$ cat config.mk
export PLATFORM = sky130hd
export DESIGN_NAME = subtractor_simd
export DESIGN_NICKNAME = d
export VERILOG_FILES = /design/src/rtl/subtractor_simd.sv
export SDC_FILE = /design/constraint.sdc
export NUM_CORES = 1
export LEC_CHECK = 0
export CORE_MARGIN = 2
export CORE_UTILIZATION = 45
export CTS_BUF_LIST = sky130_fd_sc_hd__clkbuf_4 sky130_fd_sc_hd__clkbuf_8
export DETAILED_ROUTE_END_ITERATION = 16
export GPL_TIMING_DRIVEN = 0
export HOLD_SLACK_MARGIN = 0.06
export PLACE_DENSITY = 0.82
export RECOVER_POWER = 25
export SLEW_MARGIN = 20
export SYNTH_ARGS = -nofsm -noshare
export SYNTH_HDL_FRONTEND = slang
export SYNTH_SLANG_ARGS = --single-unit
$ cat constraint.sdc
create_clock -name clk -period 3.1 [get_ports clk]
set_input_delay 0.465 -clock clk [delete_from_list [all_inputs] [get_ports clk]]
set_output_delay 0.465 -clock clk [all_outputs]
set_load 0.005 [all_outputs]
$ cat src/rtl/subtractor_simd.sv
// rtl/subtractor_simd.sv - two-lane SIMD signed subtractor, 2-stage valid/ready pipeline
// Optional feature macro: SUB_SIMD_SAT_EN (clamp results to the W-bit signed range)
`timescale 1ns/1ps
module subtractor_simd #(
  parameter int N = 2,
  parameter int W = 15
) (
  input  logic         clk,
  input  logic         rst_n,
  input  logic         in_valid,
  output logic         in_ready,
  input  logic [W-1:0] a_0,
  input  logic [W-1:0] a_1,
  input  logic [W-1:0] b_0,
  input  logic [W-1:0] b_1,
  output logic         out_valid,
  input  logic         out_ready,
  output logic [W:0]   out_0,
  output logic [W:0]   out_1,
  output logic         sat_0,
  output logic         sat_1
);

  // Only the two-lane packing is implemented.
  if (N != 2) begin : g_bad_lanes
    $error("subtractor_simd supports N=2 only");
  end

  logic         s1_valid;
  logic         s2_valid;
  logic         s1_adv;
  logic         s2_adv;
  logic         in_fire;
  logic [W-1:0] a0_q, a1_q, b0_q, b1_q;
  logic [W:0]   diff_0, diff_1;
  logic [W:0]   res_0, res_1;

  // Stage advance terms; in_ready never looks at in_valid.
  always_comb begin
    s2_adv   = !s2_valid || out_ready;
    s1_adv   = s1_valid && s2_adv;
    in_ready = !s1_valid || s2_adv;
    in_fire  = in_valid && in_ready;
  end

  assign out_valid = s2_valid;

  // Sign-extend both operands by one bit so the lane difference cannot wrap.
  always_comb begin
    diff_0 = {a0_q[W-1], a0_q} - {b0_q[W-1], b0_q};
    diff_1 = {a1_q[W-1], a1_q} - {b1_q[W-1], b1_q};
  end

`ifdef SUB_SIMD_SAT_EN
  logic clamp_0, clamp_1;

  // Out of W-bit range exactly when the two top bits disagree; pick the bound by sign.
  always_comb begin
    clamp_0 = diff_0[W] ^ diff_0[W-1];
    clamp_1 = diff_1[W] ^ diff_1[W-1];
    res_0   = diff_0;
    res_1   = diff_1;
    if (clamp_0) res_0 = diff_0[W] ? {2'b11, {(W-1){1'b0}}} : {2'b00, {(W-1){1'b1}}};
    if (clamp_1) res_1 = diff_1[W] ? {2'b11, {(W-1){1'b0}}} : {2'b00, {(W-1){1'b1}}};
  end

  // Clamp flags travel with the S2 result.
  always_ff @(posedge clk or negedge rst_n) begin
    if (!rst_n) begin
      sat_0 <= 1'b0;
      sat_1 <= 1'b0;
    end else if (s1_adv) begin
      sat_0 <= clamp_0;
      sat_1 <= clamp_1;
    end
  end
`else
  // Full W+1-bit difference passes straight through.
  always_comb begin
    res_0 = diff_0;
    res_1 = diff_1;
  end

  assign sat_0 = 1'b0;
  assign sat_1 = 1'b0;
`endif

  // S1: operand capture, only on an input transfer.
  always_ff @(posedge clk or negedge rst_n) begin
    if (!rst_n) begin
      s1_valid <= 1'b0;
      a0_q     <= '0;
      a1_q     <= '0;
      b0_q     <= '0;
      b1_q     <= '0;
    end else begin
      if (in_fire) begin
        s1_valid <= 1'b1;
        a0_q     <= a_0;
        a1_q     <= a_1;
        b0_q     <= b_0;
        b1_q     <= b_1;
      end else if (s1_adv) begin
        s1_valid <= 1'b0;
      end
    end
  end

  // S2: result register; holds while the downstream stalls.
  always_ff @(posedge clk or negedge rst_n) begin
    if (!rst_n) begin
      s2_valid <= 1'b0;
      out_0    <= '0;
      out_1    <= '0;
    end else if (s2_adv) begin
      s2_valid <= s1_valid;
      if (s1_valid) begin
        out_0 <= res_0;
        out_1 <= res_1;
      end
    end
  end

endmodule

== Word-level counts from Yosys, hierarchy flattened ==
Cells that the tools add are included.

* Bits in registers: 94
* Input port bits: 64
* Output and inout bits: 36
* Word-level logic and storage cells: 20

* $add $sub $neg: 2
* Mux-type cells: 2
* Reduce and logical (&&, ||, !) cells: 8

{| class="wikitable"
|+ Operator list
! kind !! number
|-
| 15-bit by 15-bit subtractor with 16-bit output || 2
|-
| 1-bit logical AND || 2
|-
| 1-bit zero test || 2
|-
| 1-bit logical OR || 2
|-
| 1-bit 2-to-1 mux || 2
|-
| 2-bit AND reduction || 1
|-
| 2-bit nonzero test || 1
|}

== Longest topological paths before layout ==
Gate-level depths: netlist of the first run.

* Depth after elaboration: 5
* Depth in mapped cells: 9
* Depth with buffers taken out: 9

== Worst setup path after synthesis of the first run ==
OpenSTA, ideal clock, no wires.

* Path kind: register to register
* Start: reg a1_q[0]
* End: reg out_1[14]
* Setup time: 0.126 ns
* Arrival: 1.960 ns
* Path slack: 1.013 ns
* Stages on the path, launching flop included: 10
* Buffers on the path: 0
* Clock period less this slack: 2.087 ns
* Cell sequence: dfrtp_1 -> inv_1 -> ha_1 -> fa_1 -> nor2b_1 -> o31a_1 -> o31a_1 -> nor2_2 -> o2111a_1 -> a221o_1

* Word-level cells in the longest chain between the ends: 1

{| class="wikitable"
|+ Ends and longest elaborated chain
! element !! line !! source
|-
| start: declaration || 34 || <nowiki>logic [W-1:0] a0_q, a1_q, b0_q, b1_q;</nowiki>
|-
| start signal: assignment || 93 || <nowiki>a1_q <= '0;</nowiki>
|-
| start signal: assignment || 100 || <nowiki>a1_q <= a_1;</nowiki>
|-
| 15-bit by 15-bit subtractor with 16-bit output || 51 || <nowiki>diff_1 = {a1_q[W-1], a1_q} - {b1_q[W-1], b1_q};</nowiki>
|-
| end signal: assignment || 119 || <nowiki>out_1 <= res_1;</nowiki>
|-
| end: declaration || 19 || <nowiki>output logic [W:0] out_1,</nowiki>
|}

Every way passes these cells.
A chain may end at the register's enable or synchronous reset.

== Worst setup path after layout of the first run ==
* Start: in out_ready
* End: reg out_0[9]

* Word-level cells in the longest chain between the ends: 2

{| class="wikitable"
|+ Ends and longest elaborated chain
! element !! line !! source
|-
| start: declaration || 17 || <nowiki>input logic out_ready,</nowiki>
|-
| 1-bit logical OR || 40 || <nowiki>s2_adv = !s2_valid || out_ready;</nowiki>
|-
| 2-bit AND reduction (no line) || n/a ||
|-
| end signal: assignment || 118 || <nowiki>out_0 <= res_0;</nowiki>
|-
| end: declaration || 18 || <nowiki>output logic [W:0] out_0,</nowiki>
|}

Every way passes these cells.

==> key figures, run 1 <==
Global route
  – Number of global-route vias before repair: 4111
  – GRT overflow: 0
  – GR Util All Layers: 0.212
  – Initial antenna violation count: 0
  – First-pass GRT wire length: 19200 µm
  – Largest net degree at the start of global routing: 75

Critical path
  – Reg2reg setup slack: 0.62 ns
  – Critical path cell sequence: dlygate4sd3_1, nand2b_1, nand2_1, clkbuf_1, clkbuf_1, nand2_1, o31ai_1
  – Setup CP Type: input pin to flip-flop
  – Kind of cell adding the most delay to the critical path: buffers and inverters
  – Worst EP required: roughly 3.4 ns
  – Arrival @ worst endpoint: 2.79 ns
  – Worst Setup End Kind: flip-flop
  – CP startpoint kind: input pin
  – Critical path's slowest cell: dlygate4sd3_1
  – Crit-path max FO: 10
  – Max incr delay on CP: 0.55 ns
  – Critical path buffer and inverter count: 3

Clocking
  – Clk slew on worst S/H paths: 0.10 ns
  – H-tree lvl count: 3
  – Clk_lat worst skew: around 0.38 ns
  – Clock sink count: 94
  – CTS tree: done
  – CTS resizes: 0
  – Num CTS Buffers: 9
  – Root Buffer: clkbuf_8
  – Setup Buffers After CTS: 0
  – Clock buffer depth: 2

Yosys
  – Mux contribution to synthesized area: 0.138
  – Largest family of logic cells by synthesized area: compound AO/OA/AOI/OAI gates
  – Register bit total from synthesis: 94
  – Post-synth EDFFs: 0
  – Syn Inst Count: between 400 and 500
  – Ys flop type: dfrtp_1
  – Synth unique cells: 50
  – Adder-Cell Fraction of Synth Area: 0.0838
  – Share of the yosys chip area belonging to registers: 0.474
  – Post-synth ARST share: 1.00
  – Post-Synth Simple-Gate Area: 0.102
  – Synth Area in XOR/XNOR: 0.0194
  – Syn_area_per_cell: 10.9 µm²
  – Yosys warns: 0
  – Synthesized area: 4960 µm²
  – Area fraction in compound gates after synthesis: 0.139

Pwr
  – Power Dens Cells: ~660 nW/µm²
  – Max VDD drop: 319 µV
  – Static Leak: 2.83 nW

Cells and area
  – Final non-filler cell total: between 700 and 800
  – Layout cells sized above 1: 0.161
  – Area Growth Syn to Fin: 27.4%
  – Commonest non-fill, non-tap cells in the layout: clkdlybuf4s50_1, dfrtp_1, mux2_2
  – N_diodes: 0
  – Most common cell after layout, fill and taps aside: clkdlybuf4s50_1
  – Final net count: roughly 660

Detailed routing
  – Drt pass-1 iters: 5
  – Routed len/inst: 16.5 µm
  – Detailed-route DRC error count: 0
  – Drt first-iter violations: 264
  – Vias: 3897
  – Vias per Instance: approximately 5.5
  – Antenna viol nets, final: 0
  – Post-Route WL: roughly 12000 µm

STA
  – Final min period: 2.51 ns
  – RSZ-0062 raised after global routing: no
  – Worst hold slack: 0.487 ns
  – Final period util: 0.809
  – Skew final: 0.00967 ns
  – Final Max Slew Viols: 0
  – Final setup viols: 0
  – Slew margin rel.: 0.197
  – Fin. Hold Viols: 0
  – Tightest Pin Transition: between 1 and 1.5 ns
  – Max Freq: 399 MHz

Floorplanning
  – # rows: 38
  – Total die area: 11900 µm²
  – Die height: 109 µm
  – Core Footprint: 10800 µm²
  – Initial Utilization: 0.460
  – Die X: 109 µm
  – I/O pin count: 100

Outcome
  – Status: finished, final reports clean

Placed design
  – Placed insts: just under 700
  – Post-DP HPWL: 8930 µm
  – Routability Congestion: 0.873
  – IO buf count: slightly below 100

Job
  – Max-capacitance violation count: 0

Hold path
  – Worst hold path class: flip-flop to flip-flop
[state kept, by name, indices dropped and copies added (netlist names)]
register   cells
out_0         16
out_1         16
a0_q          15
a1_q          15
b0_q          15
b1_q          15
out_valid      1
s1_valid       1
[repair_timing]
item / 4_1_cts / 5_1_grt
endpoints found under the hold margin: 20 / 0
hold buffers: 1 / 0
setup endpoints to repair: 0 / 0
[path summary, 6_finish.rpt]
path	start	cells past startpoint	end
max	out_ready	7	out_0[9]
min	out_1[13]	2	out_1[13]
max reg2reg	a0_q[0]	9	out_0[14]
min reg2reg	out_1[13]	2	out_1[13]
max in group asynchronous	rst_n	3	b1_q[6]
min in group asynchronous	rst_n	2	b0_q[0]
[cell families after synthesis]
family,count (synthesis)
buffers and inverters,51
muxes,61
other,1
xor gates and xnor gates,11
adders and majority gates,32
DFF,94
and+or+nand+nor,104
AOI/OAI and AO/OA,103
[routing by layer]
layer | GRT usage | share of wire | up-vias
met5 | 0 | 0 | -
met4 | 0.0916 | 0.024 | 0
met3 | 0.0496 | 0.059 | 27
met2 | 0.355 | 0.50 | 115
met1 | 0.260 | 0.42 | 1912
li1 | - | - | 1843
[where the power goes]
group	total (W)	switching [W]	internal [W]
combinational	0.00169	0.000784	0.000910
sequential	0.00173	0.000201	0.00153
clock	0.000768	0.000467	0.000301
total	0.00419	0.00145	0.00274
[synthesized netlist by cell type, drive strengths merged, types with 2 or more instances]
cell type  number  area, µm²
mux2           61        687
nor3b           2       15.0
nand2b          4       25.0
o21ai          30        150
nand2          38        143
o21a           11       82.6
a211o           5       43.8
nand4           6       37.5
buf             9       50.0
a21oi          20        104
nor3            8       40.0
a21o            6       45.0
or3             3       18.8
dfrtp          94       2350
ha             30        375
o311ai          3       26.3
o31ai           8       65.1
xnor2           3       26.3
inv            35        131
and3            4       25.0
nor2           18       70.1
fa              2       40.0
nand3           9       45.0
o31a            5       43.8
nor2b           5       38.8
xor2            8       70.1
and2            3       18.8
a211oi          6       45.0
clkbuf          7       26.3
[final cells by class]
type                       count  area, µm²
buffer                        16       76.3
clock buffer                   9        124
clock inverter                 7       56.3
fill                         925       4470
inverter                      35        131
multi-input combinational    313       2400
sequential                    94       2350
tap                          140        175
timing repair buffer          99       1000
[through the flow]
step / setup WS [ns] / util / area, µm² / TNS [ns] / total power, W
2_1_floorplan: 1.01 / - / 4960 / 0 / 0.00265
3_3_place_gp: -1.85 / 0.566 / 6110 / -173.09 / 0.00334
3_5_place_dp: 0.348 / 0.569 / 6140 / 0 / 0.00343
4_1_cts: 0.642 / 0.586 / 6330 / 0 / 0.00421
5_1_grt: 0.465 / 0.586 / 6320 / 0 / 0.00447
6_report: 0.592 / 0.586 / 6320 / 0 / 0.00419
[tightest hold or removal path: cells and delay by family, from the launching register on]
family | cells | cell delay, ns
and+or+nand+nor | 1 | 0.04
DFF | 1 | 0.35
AOI/OAI and AO/OA | 1 | 0.06
No activity file was read; power rests on OpenSTA's default activity.
==> run 2, diff against run 1 <==
clock period = 2.5 ns   (was 3.1 ns; I/O delays follow)
==> run 2 against run 1 <==
Compared with the run above:
- clock-buffer cell count is the same
- setup slack lost 0.45 ns
- non-clock buffer count is the same
- highest routed layer unchanged
==> key figures, run 2 (same netlist as run 1, synthesis figures left out) <==
Cells and area
  – Final net count: roughly 660
  – Commonest non-fill, non-tap cells in the layout: clkdlybuf4s50_1, dfrtp_1, mux2_2
  – Filler instances: roughly 920
  – Top Registers: out_0 (16), out_1 (16)
  – N_diodes: 0
  – Area Growth Syn to Fin: 27.5%
  – Layout cells sized above 1: 0.162
  – Most common cell after layout, fill and taps aside: clkdlybuf4s50_1

STA
  – RSZ-0062 raised after global routing: no
  – Final period util: 0.943
  – Final setup viols: 0
  – Tightest Pin Transition: around 1.2 ns
  – Fin. Hold Viols: 0
  – Skew final: 0.0102 ns
  – Final Max Slew Viols: 0
  – Setup_tns: 0 ns
  – Final min period: 2.36 ns
  – Max Freq: 424 MHz
  – Slew margin rel.: 0.197

Clocking
  – Clk_lat worst skew: ~0.38 ns
  – Num CTS Buffers: 9
  – Root Buffer: clkbuf_8
  – Clock sink count: 94
  – H-tree lvl count: 3
  – Clock buffer depth: 2
  – Clk slew on worst S/H paths: 0.10 ns
  – CTS tree: done
  – Setup Buffers After CTS: 0

Global route
  – Largest net degree at the start of global routing: 75
  – Initial antenna violation count: 0
  – GR Util All Layers: 0.212
  – GRT overflow: 0
  – Number of global-route vias before repair: 4111
  – GRT met2 Usage: 0.355
  – Met3 usage: 0.0496
  – Grt peak-use layer: met2
  – First-pass GRT wire length: around 19000 µm
  – M1 GR Usage: 0.260

Pwr
  – Overall power: 0.00520 W
  – Power Dens Cells: 823 nW/µm²
  – Static Leak: 2.83 nW
  – Max VDD drop: 396 µV

Hold path
  – Hold wc startpoint: out_1[13]
  – Hold Crit Endpoint: out_1[13]
  – Worst hold stages: 2
  – Worst hold path class: flip-flop to flip-flop

Detailed routing
  – Detailed-route DRC error count: 0
  – Drt pass-1 iters: 5
  – Vias: 3917
  – Routed len/inst: between 15 and 20 µm
  – Drt first-iter violations: between 200 and 250
  – Vias per Instance: 5.49
  – Post-Route WL: 11800 µm
  – Antenna viol nets, final: 0

Placed design
  – IO buf count: 97
  – Routability Congestion: 0.873
  – Post-DP HPWL: about 8900 µm

Floorplanning
  – Core Footprint: 10800 µm²
  – Die height: 109 µm
  – Total die area: 11900 µm²
  – Die X: approximately 110 µm
  – Initial Utilization: 0.460
  – I/O pin count: 100
  – # rows: 38

Critical path
  – Reg2reg path depth: 9
  – Arrival @ worst endpoint: 2.68 ns
  – Worst Setup End Kind: flip-flop
  – Setup CP Type: flip-flop to flip-flop
  – Reg-to-reg critical path endpoint: out_0[14]
  – Worst EP required: 2.82 ns
  – Reg2reg start: a0_q[0]
  – Reg2reg setup slack: 0.14 ns
  – CP startpoint kind: flip-flop
  – Crit-path max FO: 4

Job
  – Max-capacitance violation count: 0

Outcome
  – Status: finished, final reports clean
==> run 2: cell count changes in the layout (fill, tap and decap cells not counted), sizes merged <==
cell           previous run  this run
clkdlybuf4s50            95        96
dlygate4sd3               2         1
==> run 2: worst max path at each step <==
stage | startpoint | to
final | a0_q[0] | out_0[14]
after floorplan | a1_q[0] | out_1[14]
after detailed placement | out_ready | out_1[7]
after global placement | rst_n | b1_q[3]
after global routing | a0_q[0] | out_0[14]
after CTS | a0_q[0] | out_0[14]
==> run 2: per-stage QoR <==
| stage | area [µm²] | hold slack [ns] | std cells | worst slack, ns | utilization |
|---|---|---|---|---|---|
| 4_1_cts | 6330 | 0.371 | 713 | 0.0423 | 0.586 |
| 3_5_place_dp | 6140 | 0.233 | 696 | -0.162 | 0.569 |
| 5_1_grt | 6320 | 0.528 | 713 | 0.0327 | 0.586 |
| 3_3_place_gp | 6110 | 0.462 | 695 | -2.36 | 0.566 |
| 6_report | 6320 | 0.490 | 713 | 0.142 | 0.586 |
| 2_1_floorplan | 4960 | 0.0794 | 458 | 0.413 | - |
==> run 2: critical path, cell delays in order (launching register included) <==
cell and delay [ns]:
dfrtp_1 0.36, inv_1 0.04, ha_1 0.22, fa_1 0.42, nor2b_1 0.20, o31ai_2 0.11
a21oi_2 0.29, a21oi_1 0.14, or4_1 0.43, nand3_1 0.08
==> run 2: final cells by class <==
cell class              instances  area, µm²  area share
flip-flops and latches         94       2350       0.372
clock buffers                   9        124      0.0196
plain buffers                  16       76.3      0.0121
clock inverters                 7       56.3     0.00890
multi-input cells             313       2410       0.381
inverters                      35        131      0.0208
repair buffers                 99       1000       0.158
well taps                     140        175      0.0277
==> run 2: routing by layer <==
metal  routed length (µm)  part of all wire
met1                 4930              0.42
met5                    0                 0
met3                  737             0.062
met2                 5930              0.50
met4                  233             0.020
==> run 2: timing repair <==
| action | 4_1_cts | 5_1_grt |
|---|---|---|
| setup endpoints to repair | 0 | 2 |
| hold endpoints to repair | 20 | 0 |
| hold buffers | 1 | 0 |
| gates resized for setup | 0 | 1 |
==> run 2: power breakdown <==
part | switching [W] | internal (W) | leakage (nW)
logic | 0.000977 | 0.00113 | 1.63
registers | 0.000248 | 0.00189 | 1.11
clock network | 0.000582 | 0.000374 | 0.0906
